===== config.mk =====
export PLATFORM = sky130hd
export DESIGN_NAME = sdram_port_arbiter
export DESIGN_NICKNAME = d
export VERILOG_FILES = /design/src/rtl/sdram_pkg.sv /design/src/rtl/sdram_rr_picker.sv /design/src/rtl/sdram_port_arbiter.sv
export SDC_FILE = /design/constraint.sdc
export NUM_CORES = 1
export LEC_CHECK = 0
export CORE_AREA = 4 4 107 109
export DETAILED_ROUTE_END_ITERATION = 8
export DIE_AREA = 0 0 111 113
export PLACE_DENSITY = 0.74
export SLEW_MARGIN = 15
export SYNTH_ARGS = -nofsm -noshare
export SYNTH_HDL_FRONTEND = slang
export SYNTH_SLANG_ARGS = --single-unit

===== constraint.sdc =====
create_clock -name iclk -period 3.8 [get_ports iclk]
set_clock_uncertainty 0.2 [all_clocks]
set_input_delay 0.57 -clock iclk [delete_from_list [all_inputs] [get_ports iclk]]
set_output_delay 0.57 -clock iclk [all_outputs]
set_load 0.005 [all_outputs]

===== src/rtl/sdram_pkg.sv =====
// sdram_pkg: shared FSM encoding, SDRAM address geometry and arbiter defaults.
package sdram_pkg;
    typedef enum logic [2:0] {IDLE = 3'b001, WAIT = 3'b010, DONE = 3'b100} state_t;
    localparam int BANK_W = 2;
    localparam int ROW_W = 13;
    localparam int COL_W = 10;
    localparam int DEF_ADDR_W = BANK_W + ROW_W + COL_W;
    localparam int DEF_DATA_W = 16;
    localparam int DEF_TIMEOUT = 1023;
    localparam int WDOG_W = 10;
endpackage


===== src/rtl/sdram_rr_picker.sv =====
// sdram_rr_picker: first active request at or after rr_ptr, wrapping modulo NUM_CLIENTS.
module sdram_rr_picker #(
    parameter int NUM_CLIENTS = 2,
    parameter int IDX_W = $clog2(NUM_CLIENTS)
) (
    input  logic [NUM_CLIENTS-1:0] req,
    input  logic [IDX_W-1:0]       rr_ptr,
    output logic [IDX_W-1:0]       grant,
    output logic                   valid
);
    logic [IDX_W:0] k;
    always_comb begin
        grant = '0;
        valid = 1'b0;
        k = '0;
        // Scan farthest offset first so the nearest requester is the last writer.
        for (int i = NUM_CLIENTS - 1; i >= 0; i--) begin
            k = {1'b0, rr_ptr} + (IDX_W + 1)'(i);
            k = (k >= (IDX_W + 1)'(NUM_CLIENTS)) ? k - (IDX_W + 1)'(NUM_CLIENTS) : k;
            if (req[k[IDX_W-1:0]]) begin
                grant = k[IDX_W-1:0];
                valid = 1'b1;
            end
        end
    end
endmodule


===== src/rtl/sdram_port_arbiter.sv =====
// sdram_port_arbiter: round-robin sharing of one SDRAM controller, one request per grant,
// with a watchdog that force-completes any transaction the controller never acks.
module sdram_port_arbiter
    import sdram_pkg::*;
#(
    parameter int NUM_CLIENTS = 2,
    parameter int ADDR_W = DEF_ADDR_W,
    parameter int DATA_W = DEF_DATA_W,
    parameter int TIMEOUT = DEF_TIMEOUT
) (
    input  logic                          iclk,
    input  logic                          ireset_n,
    input  logic [NUM_CLIENTS-1:0]        ireq,
    input  logic [NUM_CLIENTS-1:0]        iwe,
    input  logic [NUM_CLIENTS*ADDR_W-1:0] iaddr,
    input  logic [NUM_CLIENTS*DATA_W-1:0] iwdata,
    output logic [NUM_CLIENTS-1:0]        oack,
    output logic [DATA_W-1:0]             ordata,
    output logic                          otimeout,
    output logic                          owrite_req,
    output logic [ADDR_W-1:0]             owrite_address,
    output logic [DATA_W-1:0]             owrite_data,
    input  logic                          iwrite_ack,
    output logic                          oread_req,
    output logic [ADDR_W-1:0]             oread_address,
    input  logic [DATA_W-1:0]             iread_data,
    input  logic                          iread_ack
);
    localparam int IDX_W = $clog2(NUM_CLIENTS);
    state_t state, state_n;
    logic [IDX_W-1:0] grant, grant_n, rr_ptr, rr_ptr_n, pick;
    logic pick_valid, we, we_n, wr_req_n, rd_req_n, timeout_n, hit, expire;
    logic [ADDR_W-1:0] addr, addr_n;
    logic [DATA_W-1:0] wdata, wdata_n, rdata_n;
    logic [WDOG_W-1:0] wdog, wdog_n;
    logic [NUM_CLIENTS-1:0] ack_n;

    sdram_rr_picker #(.NUM_CLIENTS(NUM_CLIENTS), .IDX_W(IDX_W)) u_picker (
        .req(ireq), .rr_ptr(rr_ptr), .grant(pick), .valid(pick_valid)
    );

    assign owrite_address = addr;
    assign oread_address = addr;
    assign owrite_data = wdata;
    assign hit = we ? iwrite_ack : iread_ack;
    assign expire = (wdog + 1'b1) == WDOG_W'(TIMEOUT);

    always_comb begin
        state_n = state;
        grant_n = grant;
        rr_ptr_n = rr_ptr;
        we_n = we;
        addr_n = addr;
        wdata_n = wdata;
        wdog_n = wdog;
        wr_req_n = owrite_req;
        rd_req_n = oread_req;
        rdata_n = ordata;
        timeout_n = otimeout;
        ack_n = '0;
        case (state)
            IDLE: if (pick_valid) begin
                grant_n = pick;
                we_n = iwe[pick];
                addr_n = iaddr[pick*ADDR_W +: ADDR_W];
                wdata_n = iwdata[pick*DATA_W +: DATA_W];
                wr_req_n = iwe[pick];
                rd_req_n = ~iwe[pick];
                wdog_n = '0;
                state_n = WAIT;
            end
            WAIT: begin
                wdog_n = wdog + 1'b1;
                // A real ack wins over an expiry landing on the same cycle.
                if (hit || expire) begin
                    wr_req_n = 1'b0;
                    rd_req_n = 1'b0;
                    ack_n[grant] = 1'b1;
                    rdata_n = hit ? (we ? ordata : iread_data) : '0;
                    timeout_n = otimeout | ~hit;
                    state_n = DONE;
                end
            end
            DONE: begin
                rr_ptr_n = (grant == IDX_W'(NUM_CLIENTS - 1)) ? '0 : grant + 1'b1;
                state_n = IDLE;
            end
            default: state_n = IDLE;
        endcase
    end

    always_ff @(posedge iclk or negedge ireset_n) begin
        if (!ireset_n) begin
            state <= IDLE;
            grant <= '0;
            rr_ptr <= '0;
            we <= 1'b0;
            addr <= '0;
            wdata <= '0;
            wdog <= '0;
            owrite_req <= 1'b0;
            oread_req <= 1'b0;
            ordata <= '0;
            otimeout <= 1'b0;
            oack <= '0;
        end else begin
            state <= state_n;
            grant <= grant_n;
            rr_ptr <= rr_ptr_n;
            we <= we_n;
            addr <= addr_n;
            wdata <= wdata_n;
            wdog <= wdog_n;
            owrite_req <= wr_req_n;
            oread_req <= rd_req_n;
            ordata <= rdata_n;
            otimeout <= timeout_n;
            oack <= ack_n;
        end
    end
endmodule


# Word level (Yosys, flattened, before mapping)
# Cells that the tools add are included.
# classes
n_addsub,5
mul,1
div_mod_pow,0
n_lt_le_gt_ge,7
n_eq_ne,7
shifts,2
mux,30
bitwise_logic,3
reduce_logical,9
# ops
op,n
indexed part select 50 x 7 -> 25 bit,1
2-to-1 mux 16 bit,2
indexed part select 32 x 6 -> 16 bit,1
case mux 10 bit (2 select lines),1
2-to-1 mux 1 bit,18
"adder 10 x 1 -> 10 bit, second input constant",1
"equality test 10 bit, second input constant",1
2-to-1 mux 10 bit,1
"less-than comparator 1 x 2 -> 1 bit, second input constant",4
AND reduction 2 bit,4
"multiplier 1 x 5 -> 6 bit, second input constant",1
2-to-1 mux 3 bit,2
"inequality test 2 bit, second input constant",3
case mux 3 bit (2 select lines),1
AND reduction 3 bit,2
2-to-1 mux 2 bit,2
case mux 1 bit (2 select lines),2
"equality test 3 x 1 -> 1 bit, second input constant",1
"equality test 3 x 2 -> 1 bit, second input constant",1
"equality test 3 bit, second input constant",1
"adder 1 x 1 -> 2 bit, second input constant",1
"greater-or-equal comparator 1 x 2 -> 1 bit, second input constant",1
"greater-or-equal comparator 2 bit, second input constant",1
NOT 1 bit,2
other kinds (8),9
# totals
register_bits,78
latch_bits,0
ram_bits,0
mem_bits_ro,0
inputBits,106
output_inout_bits,87
elab_cells,76
mem_count,0

# Longest topological paths before layout
# depth
depth_word,12
mapped_depth,7
ltp_nobuf,6

# Cells and area by module
# Synthesis repeated with hierarchy kept, for this count alone.
# unflattened
hier_cells,393
hier_area_um2,3868.7
# modules_own_cells
mod,n_inst,cells_each,area_each_um2,seq_area_each_um2
sdram_port_arbiter,1,390,3851.2,1953.1
sdram_rr_picker,1,3,17.5,0.0

# Worst setup path after synthesis
# No wires, ideal clock.
# synth_path
kind,flip-flop to flip-flop
from,register wdog[0]
to,register state[1]
setup_ps,153
t_arrival_ps,1591
t_required_ps,3447
path_slack_ps,1856
path_stages_with_launch,8
path_buffers,1
synth_period_minus_slack_ps,1944
cell_sequence,dfrtp_1 > ha_1 > xnor2_1 > nor3_1 > o2111ai_4 > nor2_4 > buf_6 > o31ai_4
# synth_via
elab_chain_cells,5
# synth_lines
item,line,source
"start, declared",sdram_port_arbiter.sv:35,"logic [WDOG_W-1:0] wdog, wdog_n;"
"start signal, assigned",sdram_port_arbiter.sv:113,wdog <= wdog_n;
adder 10 x 1 -> 10 bit,sdram_port_arbiter.sv:46,assign expire = (wdog + 1'b1) == WDOG_W'(TIMEOUT);
equality test 10 bit,sdram_port_arbiter.sv:46,
logical OR 1 bit,sdram_port_arbiter.sv:75,if (hit || expire) begin
inequality test 2 bit (no line),-,
AND reduction 2 bit (no line),-,
"end signal, assigned",sdram_port_arbiter.sv:107,state <= state_n;
"end, declared",sdram_port_arbiter.sv:30,"state_t state, state_n;"
# Every way passes these cells.
# A chain may end at the register's enable or synchronous reset.

# Worst setup path in the final report
# layout_path
from,register state[0]
to,register wdog[5]
# layout_via
elab_chain_cells,3
word_cells_on_any_way,6
classes_between,eq/ne: 3; mux: 1; reduce/logical: 2
# layout_lines
item,line,source
equality test 3 x 1 -> 1 bit / equality test 3 x 2 -> 1 bit (equally long branches),sdram_port_arbiter.sv:61,case (state)
inequality test 2 bit (no line) / nonzero test 2 bit (equally long branches),-,
AND reduction 2 bit (no line),-,
# Parallel ways exist; a longest one is shown, timed or not.

==> out/qor.yml <==
status: "finished clean"
multi_input_area_um2: 1554
post-route-min-period_ps: 2425
place_hpwl_mm: 8.204
ioPinCount: 193
p_leak_nw: 2.436
path_cells: "nor3b_1, o21a_2, nor2_1, o21ai_0, o21ai_0"
drtIter0Drc: 164
cts_tree: "yes"
end_kind: "flop"
drt-wirelength-per-cell_um: 14.90
critical_path_arrival_ps: 2440
hold_buffers: 0
yosys_warnings: 0
cts_max_level: 3
cp_num_buf_inv: 0
cts_setup_buffers: 0
cts_buffers: 9
power_density_nw_per_um2: 654.8
rsz0062_at_grt: "no"
clockRootBuffer: "clkbuf_8"
drc_errors: 0
ys_ff_latch: 78
yosysSeqAreaShare: 0.5101
synth_cell_type_count: 38
grt_pass1_wl_mm: 18.13
die_w_um: 111
cts_resized: 0
drive_gt1_frac: 0.05714
antenna_found_initial: 0
hp-class: "input port to asynchronous set/reset pin"
core-area_um2: 10600
grt_pass1_vias: 3710
rows: 38
portBuffers: 192
clk_pin_slew_ps: 90
path_delay_family: "compound AO/OA/AOI/OAI gates"
required_ps: 3820
die_h_um: 113
diodes: 0
synthesis.nets: 541
crit_slowest_cell: "dfstp_2"
final-hold-violation-count: 0
nNetsFinal: 698
critical_path.most_common_cell: "o21ai_0"
start_kind: "flop"
drt_pre_antenna_iters: 5
cts_max_path_buffers: 2
max_stage_delay_ps: 570
reg2reg_slack_ps: 1370
stdcell_area_um2: 5857
dr_total_vias: 3567
fin_crit_sh: 0.6383
tightest_slew_ps: 962.9
critical_path_class: "flop to flop"
synth_cells: 433
finalSetupTns_ps: 0
seq_area_um2: 1953
cts.sinks: 78
overflow: 0
vias_per_cell: 4.853
num-fill-cells: 939
final_antenna_net_count: 0
synth_area_per_cell_um2: 8.842
syn2layout_area_growth_pct: 52.97
initial_core_util: 0.3611
wirelength_mm: 10.95
clk_latency_ps: 340
die-area_um2: 12540
report.final.slew_viol_count: 0
post_dp_cell_area_um2: 5674
grt_util_all_layers: 0.1750
ir_drop_v: 0.0003497
maxCapViolations: 0
fmax_mhz: 412.3
setup_viol: 0
maxSlewHeadroom: 0.3581
syn_area_um2: 3829
place_congestion: 0.7709
grt_max_degree: 79
path_max_fanout: 24
[power by group]
part | leakage, nW | switching (W) | total, W | internal (W)
clock | 0.0864 | 0.000332 | 0.000577 | 0.000245
combinational | 1.48 | 0.000782 | 0.00186 | 0.00108
sequential | 0.868 | 0.000255 | 0.00140 | 0.00114
[cell families (layout without fill, tap and decap cells)]
group                    Yosys count  after routing  share of synthesized area
flip-flops                        78             78                     0.5101
AND/OR/NAND/NOR                  185            185                     0.2013
AO/OA/AOI/OAI                    109            109                     0.1879
buffers and inverters             56            218                    0.08725
XOR/XNOR                           3              3                   0.006864
adder cells (fa/ha/maj)            2              2                   0.006535
[Yosys cell counts (all sizes together)]
cell type,instances,share of area
nand2,111,0.11
dfrtp,77,0.50
nor2,57,0.060
a31oi,45,0.074
buf,38,0.069
o21ai,30,0.039
a22oi,16,0.031
clkbuf,14,0.014
o21a,5,0.0098
inv,4,0.0039
nand3,4,0.0052
a21oi,3,0.0039
nand4,3,0.0088
nor3,3,0.0039
nor3b,3,0.0072
o41ai,3,0.0069
xnor2,3,0.0069
and3,2,0.0036
ha,2,0.0065
o31ai,2,0.0075
a22o,1,0.0023
and2,1,0.0016
dfstp,1,0.0069
nand2b,1,0.0016
o2111ai,1,0.0069
o211a,1,0.0026
o22ai,1,0.0016
o32ai,1,0.0023
[layer usage]
metal / GRT usage / wire length [um] / vias up
li1: - / - / 1781
met1: 0.2113 / 4531 / 1636
met2: 0.3042 / 5558 / 125
met3: 0.03850 / 567 / 25
met4: 0.07143 / 291 / 0
met5: 0 / 0 / -
[area by class of cell]
type	count	share of cell area
inverter	4	0.002564
sequential	78	0.3335
clock inverter	7	0.01004
multi-input combinational	299	0.2653
tap	140	0.02991
clock buffer	9	0.02115
timing repair buffer	198	0.3375
[cells in the final DEF, fill, tap and decap left out, types with 2 or more instances in the layout]
cell,Yosys,final
a21oi_1,3,3
a22oi_1,16,16
a31oi_1,45,45
buf_4,25,6
clkbuf_8,0,9
clkdlybuf4s50_1,0,191
clkinv_4,0,3
clkinvlp_4,0,2
dfrtp_1,77,77
ha_1,2,2
inv_1,4,4
inv_6,0,2
nand2_1,110,110
nand3_1,4,4
nand4_1,2,2
nor2_1,55,55
nor2_4,2,2
nor3_1,3,3
nor3b_1,2,2
o21a_1,5,4
o21ai_0,29,29
o41ai_1,3,3
xnor2_1,3,3
[flip-flops by register name, indices dropped and copies added, names as in the netlist]
| name | flops |
|---|---|
| grant | 1 |
| ordata | 16 |
| oack | 2 |
| we | 1 |
| rr_ptr | 1 |
| owrite_req | 1 |
| otimeout | 1 |
| oread_address | 25 |
| oread_req | 1 |
| owrite_data | 16 |
| state | 3 |
| wdog | 10 |
[stage by stage]
stage	setup WS (ps)	hold WS (ps)	std cells	util	total power, W
after CTS	1261	211.7	735	0.5524	0.003889
after global routing	1096	248.5	735	0.5524	0.004132
after global placement	1155	265.6	719	0.5352	0.003247
after detailed placement	1067	255.6	719	0.5352	0.003296
after floorplan	1856	74.41	433	-	0.002340
final	1375	186.5	735	0.5524	0.003835
[final timing paths]
kind | to | depth (start not counted) | startpoint
setup / recovery | wdog[5]$_DFFE_PN0P_ | 5 | state[0]$_DFFE_PN1P_
hold / removal | wdog[6]$_DFFE_PN0P_ | 1 | ireset_n
setup reg to reg | wdog[5]$_DFFE_PN0P_ | 5 | state[0]$_DFFE_PN1P_
hold reg to reg | otimeout$_DFFE_PN0P_ | 2 | otimeout$_DFFE_PN0P_
max in group asynchronous | owrite_data[1]$_DFFE_PN0P_ | 1 | ireset_n
min in group iclk | otimeout$_DFFE_PN0P_ | 2 | otimeout$_DFFE_PN0P_
(Power assumes the default switching activity.)
